## src/rtl/delay_line_ctrl.sv

```systemverilog
// delay_line_ctrl: address/enable sequencing that turns an external dual-port RAM into a programmable delay line.
// Optional macro DELAY_LINE_CTRL_CLEAR_EN adds a CLEAR state that zeroes the RAM after reset and every reconfiguration.
module delay_line_ctrl #(
  parameter  int WIDTH         = 8,
  parameter  int DEPTH         = 256,
  parameter  int DEFAULT_DELAY = 1,
  localparam int ADDR_WIDTH    = $clog2(DEPTH)
) (
  input  logic                  clk,
  input  logic                  n_reset,
  input  logic [ADDR_WIDTH-1:0] cfg_delay,
  input  logic                  cfg_load,
  output logic                  busy,
  input  logic [WIDTH-1:0]      in_data,
  input  logic                  in_valid,
  output logic                  in_ready,
  output logic [WIDTH-1:0]      out_data,
  output logic                  out_valid,
  input  logic                  out_ready,
  output logic [ADDR_WIDTH-1:0] ram_wr_addr,
  output logic                  ram_wr_en,
  output logic [WIDTH-1:0]      ram_wr_data,
  output logic [ADDR_WIDTH-1:0] ram_rd_addr,
  output logic                  ram_rd_en,
  input  logic [WIDTH-1:0]      ram_rd_data
);

  localparam logic [1:0] S_IDLE  = 2'd0;
  localparam logic [1:0] S_RUN   = 2'd2;
  localparam logic [1:0] S_DRAIN = 2'd3;
`ifdef DELAY_LINE_CTRL_CLEAR_EN
  localparam logic [1:0] S_CLEAR   = 2'd1;
  localparam logic [1:0] S_RESTART = S_CLEAR;
  localparam logic [ADDR_WIDTH-1:0] LAST_ADDR = ADDR_WIDTH'(DEPTH - 1);
`else
  localparam logic [1:0] S_RESTART = S_RUN;
`endif
  localparam logic [ADDR_WIDTH-1:0] DELAY_RST = ADDR_WIDTH'(DEFAULT_DELAY);

  // A zero delay would read the word being written, so it is promoted to one.
  function automatic logic [ADDR_WIDTH-1:0] sat_delay(input logic [ADDR_WIDTH-1:0] d);
    return (d == '0) ? ADDR_WIDTH'(1) : d;
  endfunction

  logic [1:0]            state;
  logic [ADDR_WIDTH-1:0] wr_ptr;
  logic [ADDR_WIDTH-1:0] delay_q;
  logic                  run;
  logic                  accept;

  assign run         = (state == S_RUN);
  assign busy        = !run;
  assign in_ready    = run && (!out_valid || out_ready);
  assign accept      = in_valid && in_ready;
  assign ram_rd_en   = accept;
  assign ram_rd_addr = wr_ptr - delay_q;
  assign out_data    = ram_rd_data;

`ifdef DELAY_LINE_CTRL_CLEAR_EN
  logic [ADDR_WIDTH-1:0] clr_cnt;
  logic                  clearing;

  assign clearing    = (state == S_CLEAR);
  assign ram_wr_en   = accept || clearing;
  assign ram_wr_addr = clearing ? clr_cnt : wr_ptr;
  assign ram_wr_data = clearing ? '0 : in_data;
`else
  assign ram_wr_en   = accept;
  assign ram_wr_addr = wr_ptr;
  assign ram_wr_data = in_data;
`endif

  always_ff @(posedge clk or negedge n_reset) begin
    if (!n_reset) begin
      state     <= S_IDLE;
      wr_ptr    <= '0;
      delay_q   <= DELAY_RST;
      out_valid <= 1'b0;
`ifdef DELAY_LINE_CTRL_CLEAR_EN
      clr_cnt   <= '0;
`endif
    end else begin
      if (accept)         out_valid <= 1'b1;
      else if (out_ready) out_valid <= 1'b0;

      if (cfg_load && (state != S_IDLE)) delay_q <= sat_delay(cfg_delay);

      case (state)
        S_IDLE: state <= S_RESTART;
        S_RUN: begin
          if (accept)   wr_ptr <= wr_ptr + ADDR_WIDTH'(1);
          if (cfg_load) state  <= S_DRAIN;
        end
        // Leave only once the last read result has been taken downstream.
        S_DRAIN: begin
          if (!out_valid) begin
            state  <= S_RESTART;
            wr_ptr <= '0;
          end
        end
`ifdef DELAY_LINE_CTRL_CLEAR_EN
        S_CLEAR: begin
          if (cfg_load) begin
            clr_cnt <= '0;
          end else if (clr_cnt == LAST_ADDR) begin
            clr_cnt <= '0;
            wr_ptr  <= '0;
            state   <= S_RUN;
          end else begin
            clr_cnt <= clr_cnt + ADDR_WIDTH'(1);
          end
        end
`endif
        default: ;
      endcase
    end
  end

endmodule
```

## config.mk

```make
export PLATFORM = sky130hd
export DESIGN_NAME = delay_line_ctrl
export DESIGN_NICKNAME = d
export VERILOG_FILES = /design/src/rtl/delay_line_ctrl.sv
export SDC_FILE = /design/constraint.sdc
export NUM_CORES = 1
export LEC_CHECK = 0
export CAP_MARGIN = 30
export CORE_MARGIN = 1
export CORE_UTILIZATION = 43
export CTS_CLUSTER_SIZE = 30
export DETAILED_ROUTE_END_ITERATION = 16
export PLACE_DENSITY = 0.92
export SYNTH_ARGS = -nofsm -noshare
export SYNTH_HDL_FRONTEND = slang
export SYNTH_SLANG_ARGS = --single-unit
```

## constraint.sdc

```tcl
create_clock -name clk -period 4 [get_ports clk]
set_clock_uncertainty 0.15 [all_clocks]
set_input_delay 0.8 -clock clk [delete_from_list [all_inputs] [get_ports clk]]
set_output_delay 0.8 -clock clk [all_outputs]
set_load 0.005 [all_outputs]
```

## Word level (Yosys, flattened, before mapping)

Cells that the tools add are included.
Widths: inputs -> output; s select.

| cells by class | value |
|---|---|
| muxes and demuxes | 9 |
| $add $sub $neg | 2 |
| equality and inequality tests | 5 |
| reduce and logical (&&, ||, !) cells | 14 |

Operator list:

| operator | count |
|---|---|
| $mux 8 | 3 |
| $pmux 8 s2 | 1 |
| $add 8x1->8 const B | 1 |
| $logic_not 8->1 | 1 |
| $sub 8x8->8 | 1 |
| $ne 2x2->1 const B | 3 |
| $pmux 2 s3 | 1 |
| $reduce_and 3->1 | 2 |
| $reduce_bool 2->1 | 3 |
| $eq 2x2->1 const B | 2 |
| $mux 2 | 2 |
| $logic_and 1x1->1 | 3 |
| $reduce_bool 3->1 | 1 |
| $logic_not 1->1 | 2 |
| $logic_not 2->1 | 1 |
| $mux 1 | 2 |
| $logic_or 1x1->1 | 1 |

| word-level totals | value |
|---|---|
| register bits after elaboration | 19 |
| logic and storage cells | 34 |
| bits of input ports | 29 |

## Logic depth before layout (Yosys ltp)

| logic depth | value |
|---|---|
| depth in word-level cells | 6 |
| gate-level depth with buffers | 8 |
| depth with buffers taken out | 8 |

## Worst setup path before layout

OpenSTA, ideal clock, no wires.

| timing | value |
|---|---|
| path type | register -> output |
| from | register delay_q[0] |
| to | output ram_rd_addr[6] |
| stages on the path, launching flop included | 8 |
| slack | 1.409 ns |
| path buffers | 0 |
| required time | 3.050 ns |
| arrival time | 1.641 ns |
| path through | dfstp_2 > ha_1 > inv_1 > fa_1 > a21oi_1 > o211ai_1 > a21oi_1 > xnor2_1 |

| between the ends | value |
|---|---|
| cells in the longest elaborated chain, start to end | 1 |

RTL lines:

| item | RTL line | RTL |
|---|---|---|
| from (decl) | 47 | `logic [ADDR_WIDTH-1:0] delay_q;` |
| from (signal assigned) | 86 | `if (cfg_load && (state != S_IDLE)) delay_q <= sat_delay(cfg_delay);` |
| $sub 8x8->8 | 56 | `assign ram_rd_addr = wr_ptr - delay_q;` |
| to (decl) | 23 | `output logic [ADDR_WIDTH-1:0] ram_rd_addr,` |

Every way passes these cells.

## Final worst setup path

Ends and elaborated chain as after synthesis.

==> impl_metrics.csv <==
group,metric,value,unit
power,p_sw,0.0002378,W
floorplanning,core,2781,sq um
yosys,synth_top_area_cell,"dfrtp_1",
critical_path,crit_type,"register to primary output",
placement,gp_congestion,0.8461,
sta,period_needed,3.541,ns
final_layout,synthToLayoutAreaGrowth,21.08,%
critical_path,crit_fanout,2,
yosys,synthArstFlopShare,100.0,%
clock_network,cts.sinks,19,
clock_network,cts_buffers,3,
sta,relSlewSlack,42.06,%
power,power.internal,0.0004563,W
hold_path,hold_path_end,"delay_q[0]",
floorplanning,initial_core_util,45.88,%
yosys,ys_seq_area_share,37.35,%
critical_path,worstPathCellList,"ha_1 -> inv_1 -> fa_1 -> a21oi_1 -> o211ai_1 -> a21oi_1 -> xnor2_1 -> clkdlybuf4s50_1",
floorplanning,die_w,56.48,um
power,vdd_drop_max,0.0003379,V
critical_path,reg2reg_depth,2,
placement,placed_area,1518,sq um
clock_network,cts.repair.resized,0,
power,power.leakage,0.7034,nW
critical_path,cpPeakStageDelay,0.55,ns
clock_network,insertion_delay,0.30,ns
critical_path,r2r-end,"delay_q[4]",
floorplanning,die_area,3190,sq um
hold_path,min_path_type,"register to register",
power,pwr-share-comb,49.1,%
placement,dp_worst_setup_slack,0.7989,ns
route,vias_per_cell,5.383,
final_layout,layout-drive-gt1-share,10.53,%
yosys,ys.flop_type,"dfrtp_1",
critical_path,rrSetupSlack,2.43,ns
final_layout,design_area,1545,sq um
critical_path,cp-end-kind,"primary output",
yosys,ys_ff_latch,19,
final_layout,diodes,0,
sta,finalCritPeriodShare,88.53,%
power,p_sw_share,34.26,%
yosys,synthCells,132,
floorplanning,rows,19,
route,via_count,985,
yosys,yosysWarnings,0,
floorplanning,io_pins,66,
sta,setup_violations,0,
route,first_iter_violations,10,
power,powerDensity,449.2,nW/um^2
critical_path,cpMostUsedCell,"a21oi_1",
clock_network,path_clk_slew,0.10,ns
clock_network,post_cts_buffers,0,
power,power_frac_seq,36.8,%
power,pwr-share-clk,14.2,%
sta,tns,0,ns
hold_path,worstHoldStart,"delay_q[0]",
yosys,syn_nets,170,
route,first_pass_iters,4,
placement,io_buffers,33,
route,ant_nets,0,
hold_path,whs_path_depth,2,
critical_path,cp.required,3.05,ns
final_layout,nFillCells,241,
route,routed_wl,2.625,mm
sta,hold_viol,0,
global_route,grt_pass1_wl,4.381,mm
final_layout,ff_latch_area,476.7,sq um
clock_network,root_buffer,"clkbuf_4",
clock_network,clock_path_buffers,2,
final_layout,fin_nets,191,
sta,setup_ws,0.4590,ns
global_route,overflow,0,
yosys,ys_types,35,
sta,clock.fmax,282.4,MHz
sta,hold_slack,0.3468,ns
clock_network,cts_max_level,1,
yosys,netlist_area,1276,sq um
clock_network,cts_tree,"built",
critical_path,start_kind,"register",
critical_path,r2r-start,"state[0]",
route,wl_per_cell,14.34,um
sta,final_max_slew_viol_count,0,
floorplanning,fp.dieH,56.48,um
sta,tightest_slew,0.8664,ns
final_layout,multi_input_area,623.1,sq um
global_route,grt_pass1_vias,1024,
final_layout,layout_commonest_cell,"clkdlybuf4s50_1",
yosys,synth_top_area_share,35.29,%
sta,rsz0062_at_grt,"no",
placement,hpwlAfterDp,2.105,mm
critical_path,slowest_stage,"dfstp_2",
yosys,synth-edff-count,0,
job,drv_cap,0,
run_status,outcome,"complete, no violations",
yosys,ys_top_cells_by_area,"dfrtp_1, buf_4, ha_1, mux2_2, xnor2_1",
global_route,antenna_found_initial,0,
route,drc,0,
global_route,grt_max_degree,20,
critical_path,arrival,2.59,ns
final_layout,mostFrequentLayoutCells,"clkdlybuf4s50_1, dfrtp_1, inv_1, nand2_1, ha_1",
yosys,avgSynthCellArea,9.668,sq um
clock_network,holdBufCountCts,0,
global_route,grt_use_total,17.60,%
## worst max-delay path by stage
stage,startpoint,endpoint,depth (start not counted)
2_1_floorplan,delay_q[0],ram_rd_addr[6],7
3_3_place_gp,delay_q[0],ram_rd_addr[6],8
3_5_place_dp,out_ready,ram_wr_en,5
4_1_cts,delay_q[0],ram_rd_addr[6],8
5_1_grt,ram_wr_addr[0],ram_rd_addr[6],9
6_report,delay_q[0],ram_rd_addr[6],8
## worst max-delay path: cells and delay by family (launching register included)
family                   cells  cell delay (ns)
buffers and inverters        2             0.56
flip-flops                   1             0.55
adder cells (fa/ha/maj)      2             0.55
AO/OA/AOI/OAI                3             0.50
XOR/XNOR                     1             0.13
## layout make-up
class                           count  share of cell area (%)
Multi-Input combinational cell     83                   40.32
Sequential cell                    19                   30.85
Timing Repair Buffer               33                   21.38
Inverter                           13                   3.158
Tap cell                           31                   2.510
Clock buffer                        3                   1.457
Clock inverter                      1                  0.3239
## synthesized netlist by cell type, drive strengths merged, types with 4 or more instances
| cell type | instances |
|---|---|
| a21oi | 5 |
| ha | 8 |
| nand3 | 5 |
| dfrtp | 18 |
| buf | 17 |
| nor2 | 7 |
| xnor2 | 6 |
| nand2b | 4 |
| o21ai | 4 |
| nand2 | 9 |
| inv | 13 |
| mux2 | 7 |
## power by group through the flow
stage	clock, W	combinational (W)	sequential [W]
2_1_floorplan	0	0.000178	0.000253
6_report	0.0000984	0.000341	0.000255
5_1_grt	0.000111	0.000379	0.000260
3_3_place_gp	0	0.000329	0.000256
4_1_cts	0.000102	0.000344	0.000255
3_5_place_dp	0	0.000340	0.000258
## stage by stage
step | instances | utilization, % | total power, W
after floorplan | 132 | - | 0.0004311
after global placement | 179 | 54.57 | 0.0005858
after detailed placement | 179 | 54.57 | 0.0005990
after CTS | 183 | 55.56 | 0.0007006
after global routing | 183 | 55.56 | 0.0007498
final | 183 | 55.56 | 0.0006941
## routing by layer
metal | global-route usage, % | vias up | wire length (um)
li1 | - | 467 | -
met5 | 0 | - | 0
met1 | 20.77 | 474 | 1113
met3 | 4.147 | 8 | 125
met4 | 6.969 | 0 | 40
met2 | 30.59 | 36 | 1344
## kinds of logic after synthesis
logic type / share of synthesized area (%)
AO/OA/AOI/OAI: 9.118
XOR/XNOR: 6.177
adder cells (fa/ha/maj): 9.412
buffers and inverters: 13.82
flip-flops: 37.35
multiplexers: 6.961
AND/OR/NAND/NOR: 17.16
## sequential cells by signal, summed over array words and instances (netlist names)
name	cells
delay_q	8
ram_wr_addr	8
state	2
out_valid	1
(Power assumes the default switching activity.)
==> RTL edit 1, RTL diff (same settings) <==
Change the parameter `WIDTH` from 8 to 10.
--- a/src/rtl/delay_line_ctrl.sv
+++ b/src/rtl/delay_line_ctrl.sv
@@ -3,3 +3,3 @@
 module delay_line_ctrl #(
-  parameter  int WIDTH         = 8,
+  parameter  int WIDTH         = 10,
   parameter  int DEPTH         = 256,
Interface: changed (resized in_data, out_data, ram_rd_data and ram_wr_data); port bits go from 66 to 74. No check against the original RTL was run, so the function may have changed too.
==> RTL edit 1 against the unedited design <==
  * The flow now finishes with violations (design-rule violations)
  * Count of clock-buffer cells in the layout unchanged
  * Worst setup slack got worse by 0.046 ns
  * Critical path depth unchanged
  * Sequential cell count unchanged
  * Die area increased by 2.3%
  * Highest routed layer unchanged
  * Synthesized area increased by 2.4%
  * Total power increased by 1.5%
  * Final area unchanged
  * Maximum frequency decreased by 1.3%
  * Wire length increased by 9.9%
  * Register-to-register slack got worse by 0.03 ns
  * Via count increased by 3.1%
==> RTL edit 1: results (changes against the unedited design) <==
Outcome
  – Status: complete, but fails checks
  – Failing checks: design-rule violations

Logic synthesis
  – Post-synth ARST share: 100% (unchanged)
  – Synth top cells by count: buf_4 (21), dfrtp_1 (18), inv_1 (13)
  – Yosys cell types: 35 (unchanged)
  – Synth top area share: 34.5% (-0.81 points)
  – Yosys Warn Count: 0 (unchanged)
  – Register area share after synthesis: 36.5% (-0.86 points)
  – Synth top area cells: dfrtp_1 (34%), buf_4 (12%), ha_1 (7.7%)
  – Top FF cell, synth: dfrtp_1
  – Synth Area per Inst: 9.60 sq um (-0.66%)

Cells and area
  – Fill count: 257 (+6.6%)
  – Layout cell share with drive strength beyond 1: 10.5% (unchanged)
  – Area Growth Syn to Fin: 18.3%
  – Nets: 195 (+2.1%)
  – Inserted Diodes: 0 (unchanged)

Worst setup path
  – Worst path arrival time: 2.64 ns (+0.05 ns)
  – Crit path max fanout: 2 (unchanged)
  – Delay-heaviest family, CP: buffers and inverters
  – Slowest cell on crit path: dfstp_2
  – CP peak stage delay: 0.54 ns
  – FF-to-FF setup slack: 2.40 ns (-0.03 ns)

Hold path
  – Hold WC Path Type: reg -> reg

CTS
  – Worst-case clock buffer depth: 2 (unchanged)
  – Setup Fix Bufs, Post-CTS: 0 (unchanged)
  – Root Buffer: clkbuf_4
  – H-tree depth: 1 (unchanged)
  – Worst-Skew Late Latency: 0.31 ns
  – Reg clk slew, reported paths: 0.11 ns
  – CTS resizes: 0 (unchanged)
  – Num CTS Buffers: 3 (unchanged)

Power
  – Leak pwr: 0.703 nW (unchanged)
  – Max VDD drop: 0.000293 V (-13%)

Place
  – HPWL after DPL: 2.32 mm (+10%)
  – RePlAce Congestion: 0.859 (+1.5%)
  – Port bufs: 33 (unchanged)
  – Post-Place Cells: 179 (unchanged)
  – Pre-CTS setup slack: 0.752 ns (-0.0465 ns)
  – Cell Area, Placed: 1520 sq um (unchanged)

Route
  – Drc violations: 14 (+14)
  – Drt initial violations: 24 (+14)
  – Vias: 1016 (+3.1%)
  – DRT Wirelength: 2.88 mm (+9.9%)
  – Vias/cell: 5.55 (+3.1%)
  – Drt first pass iters: 10 (+6)

Global route
  – First-pass GRT wire length: 4.73 mm (+7.9%)
  – Largest net degree at the start of global routing: 20 (unchanged)
  – Total track usage: 18.9% (+1.3 points)
  – Vias in the first global route: 1110 (+8.4%)
  – Initial antenna violation count: 0 (unchanged)

Timing
  – Slew margin rel.: 42.8% (+0.71 points)
  – Worst Hold Slack: 0.359 ns (+0.0121 ns)
## RTL edit 1: cell counts in the layout (fill, tap and decap cells not counted)
Identical to the unedited design, type by type.
## RTL edit 1: power by group
part,switching [W],internal [W],total (W)
logic,0.000145,0.000201,0.000346
registers,0.0000371,0.000219,0.000256
clock network,0.0000647,0.0000373,0.000102
total,0.000247,0.000458,0.000705
## RTL edit 1: per-layer routing
| layer | track usage [%] | share of wire [%] | up-vias |
|---|---|---|---|
| met2 | 31.8 | 49 | 52 |
| li1 | - | - | 476 |
| met4 | 12.2 | 2.6 | 0 |
| met5 | 0 | 0 | - |
| met1 | 21.7 | 40 | 474 |
| met3 | 4.08 | 7.7 | 14 |
## RTL edit 1: cell families after synthesis
kind of cell	share of synthesized area, %
compound gates	8.91
xor+xnor	6.03
fa+ha+maj	9.20
buf+inv	15.8
flops	36.5
mux	6.80
simple gates	16.8
## RTL edit 1: path summary, 6_finish.rpt
path                                        start                         end  cells after the start
max reg2reg                  state[0]$_DFFE_PN0P_  ram_wr_addr[7]$_DFFE_PN0P_                      4
min in group asynchronous                 n_reset  ram_wr_addr[1]$_DFFE_PN0P_                      1
max in group asynchronous                 n_reset      delay_q[4]$_DFFE_PN0P_                      1
min                        delay_q[0]$_DFFE_PN1P_      delay_q[0]$_DFFE_PN1P_                      2
min reg2reg                delay_q[0]$_DFFE_PN1P_      delay_q[0]$_DFFE_PN1P_                      2
max                        delay_q[0]$_DFFE_PN1P_              ram_rd_addr[6]                      8
## RTL edit 1: final cells by class
class                   instances  area share [%]
clock buffers                   3            1.46
clock inverters                 1           0.324
inverters                      13            3.16
multi-input cells              83            40.3
flip-flops and latches         19            30.9
well taps                      31            2.51
repair buffers                 33            21.4
==> RTL edit 2, RTL diff (config.mk and constraints unchanged) <==
Made on the original files. Reset style: synchronous (`n_reset`), changed in one clocked block.
--- a/src/rtl/delay_line_ctrl.sv
+++ b/src/rtl/delay_line_ctrl.sv
@@ -72,3 +72,3 @@
 
-  always_ff @(posedge clk or negedge n_reset) begin
+  always_ff @(posedge clk) begin
     if (!n_reset) begin
Formal check against the unedited RTL: differs if n_reset is asserted again (counterexample within 4 cycles, from zero or initial values and one cycle with n_reset low); with n_reset held inactive, the same outputs for 10 cycles.
==> RTL edit 2 against the unedited design <==
  * Final area fell by 1.1%
  * Synthesized area shrank 1.1%
  * Worst setup slack better by 0.069 ns
  * Sequential cell count unchanged
  * Wire length fell by 2.4%
  * Utilization is 0.16 points lower
  * Critical path type unchanged
  * Critical endpoint unchanged
Power is not compared: it rests on default switching activity, and its combinational part moved more than twofold at a synthesized area within 25%.
==> RTL edit 2: results (changes against the unedited design) <==
Logic synthesis
  – Syn Nets: 182 (+7.1%)
  – Mapped Cells: 144 (+9.1%)
  – Adder-cell share of the synthesized area: 9.51% (+0.10 points)
  – Post-synth ARST share: 0% (-100 points)
  – XOR/XNOR share of the synthesized area: 7.63% (+1.5 points)
  – Register area share after synthesis: 30.1% (-7.2 points)
  – Synth top cells by count: dfxtp_1 (19), buf_4 (17), inv_1 (13)
  – Mux cell area share after synthesis: 6.34% (-0.62 points)
  – Yosys cell types: 34 (-2.9%)

Timing
  – Slew @ Worst Pin: 0.551 ns (-0.316 ns)
  – Final min period: 3.47 ns (-0.0691 ns)
  – Worst Hold Slack: 0.353 ns (+0.00594 ns)

Worst setup path
  – Reg-to-Reg Start: state[0]$_SDFFE_PN0P_
  – Worst path arrival time: 2.52 ns (-0.07 ns)
  – Crit path max fanout: 5 (+3)
  – CP peak stage delay: 0.51 ns (-0.04 ns)
  – FF-to-FF End: ram_wr_addr[7]$_SDFFE_PN0P_
  – Slowest cell on crit path: clkdlybuf4s50_1
  – Critical Path Source: ram_wr_addr[0]$_SDFFE_PN0P_
  – FF-to-FF setup slack: 2.24 ns (-0.19 ns)

Global route
  – GR Layer Usage met3: 4.42% (+0.27 points)
  – GR Layer Usage met1: 18.1% (-2.7 points)
  – Total track usage: 17.2% (-0.39 points)
  – Largest net degree at the start of global routing: 15 (-25%)
  – First-pass GRT wire length: 4.33 mm (-1.1%)
  – GR Layer Usage met2: 30.1% (-0.49 points)

Place
  – RePlAce Congestion: 0.767 (-9.4%)
  – Cell Area, Placed: 1500 sq um (-1.2%)
  – Post-Place Cells: 190 (+6.1%)
  – HPWL after DPL: 2.13 mm (+1.3%)
  – Pre-CTS setup slack: 0.721 ns (-0.0778 ns)

Outcome
  – Status: finished clean

Hold path
  – Hold_sp: delay_q[0]$_SDFFE_PN1P_

Route
  – Drt initial violations: 22 (+12)
  – Routed wl met3: 200 um (+60%)
  – Routed wl met2: 1.29 mm (-3.7%)
RTL edit 2: area by class of cell:
cell class	instances	area [sq um]	area share (%)
Inverter	13	48.8	3.19
Multi-Input combinational cell	94	702	45.9
Timing Repair Buffer	33	330	21.6
Sequential cell	19	380	24.9
Clock buffer	3	22.5	1.47
Clock inverter	1	5.00	0.328
Tap cell	31	38.8	2.54
RTL edit 2: cell families (layout without fill, tap and decap cells):
kind of cell               Yosys count  after routing
AOI/OAI and AO/OA                   24             24
xor gates and xnor gates            11             11
adders and majority gates            9              9
buffers and inverters               31             50
DFF                                 19             19
muxes                                8              8
and+or+nand+nor                     42             42
RTL edit 2: worst max-delay path: cells and delay by family, from the launching register on:
| family | cells | cell delay, ns |
|---|---|---|
| buffers and inverters | 3 | 0.64 |
| adders and majority gates | 2 | 0.55 |
| AOI/OAI and AO/OA | 3 | 0.53 |
| DFF | 1 | 0.37 |
| xor gates and xnor gates | 1 | 0.13 |
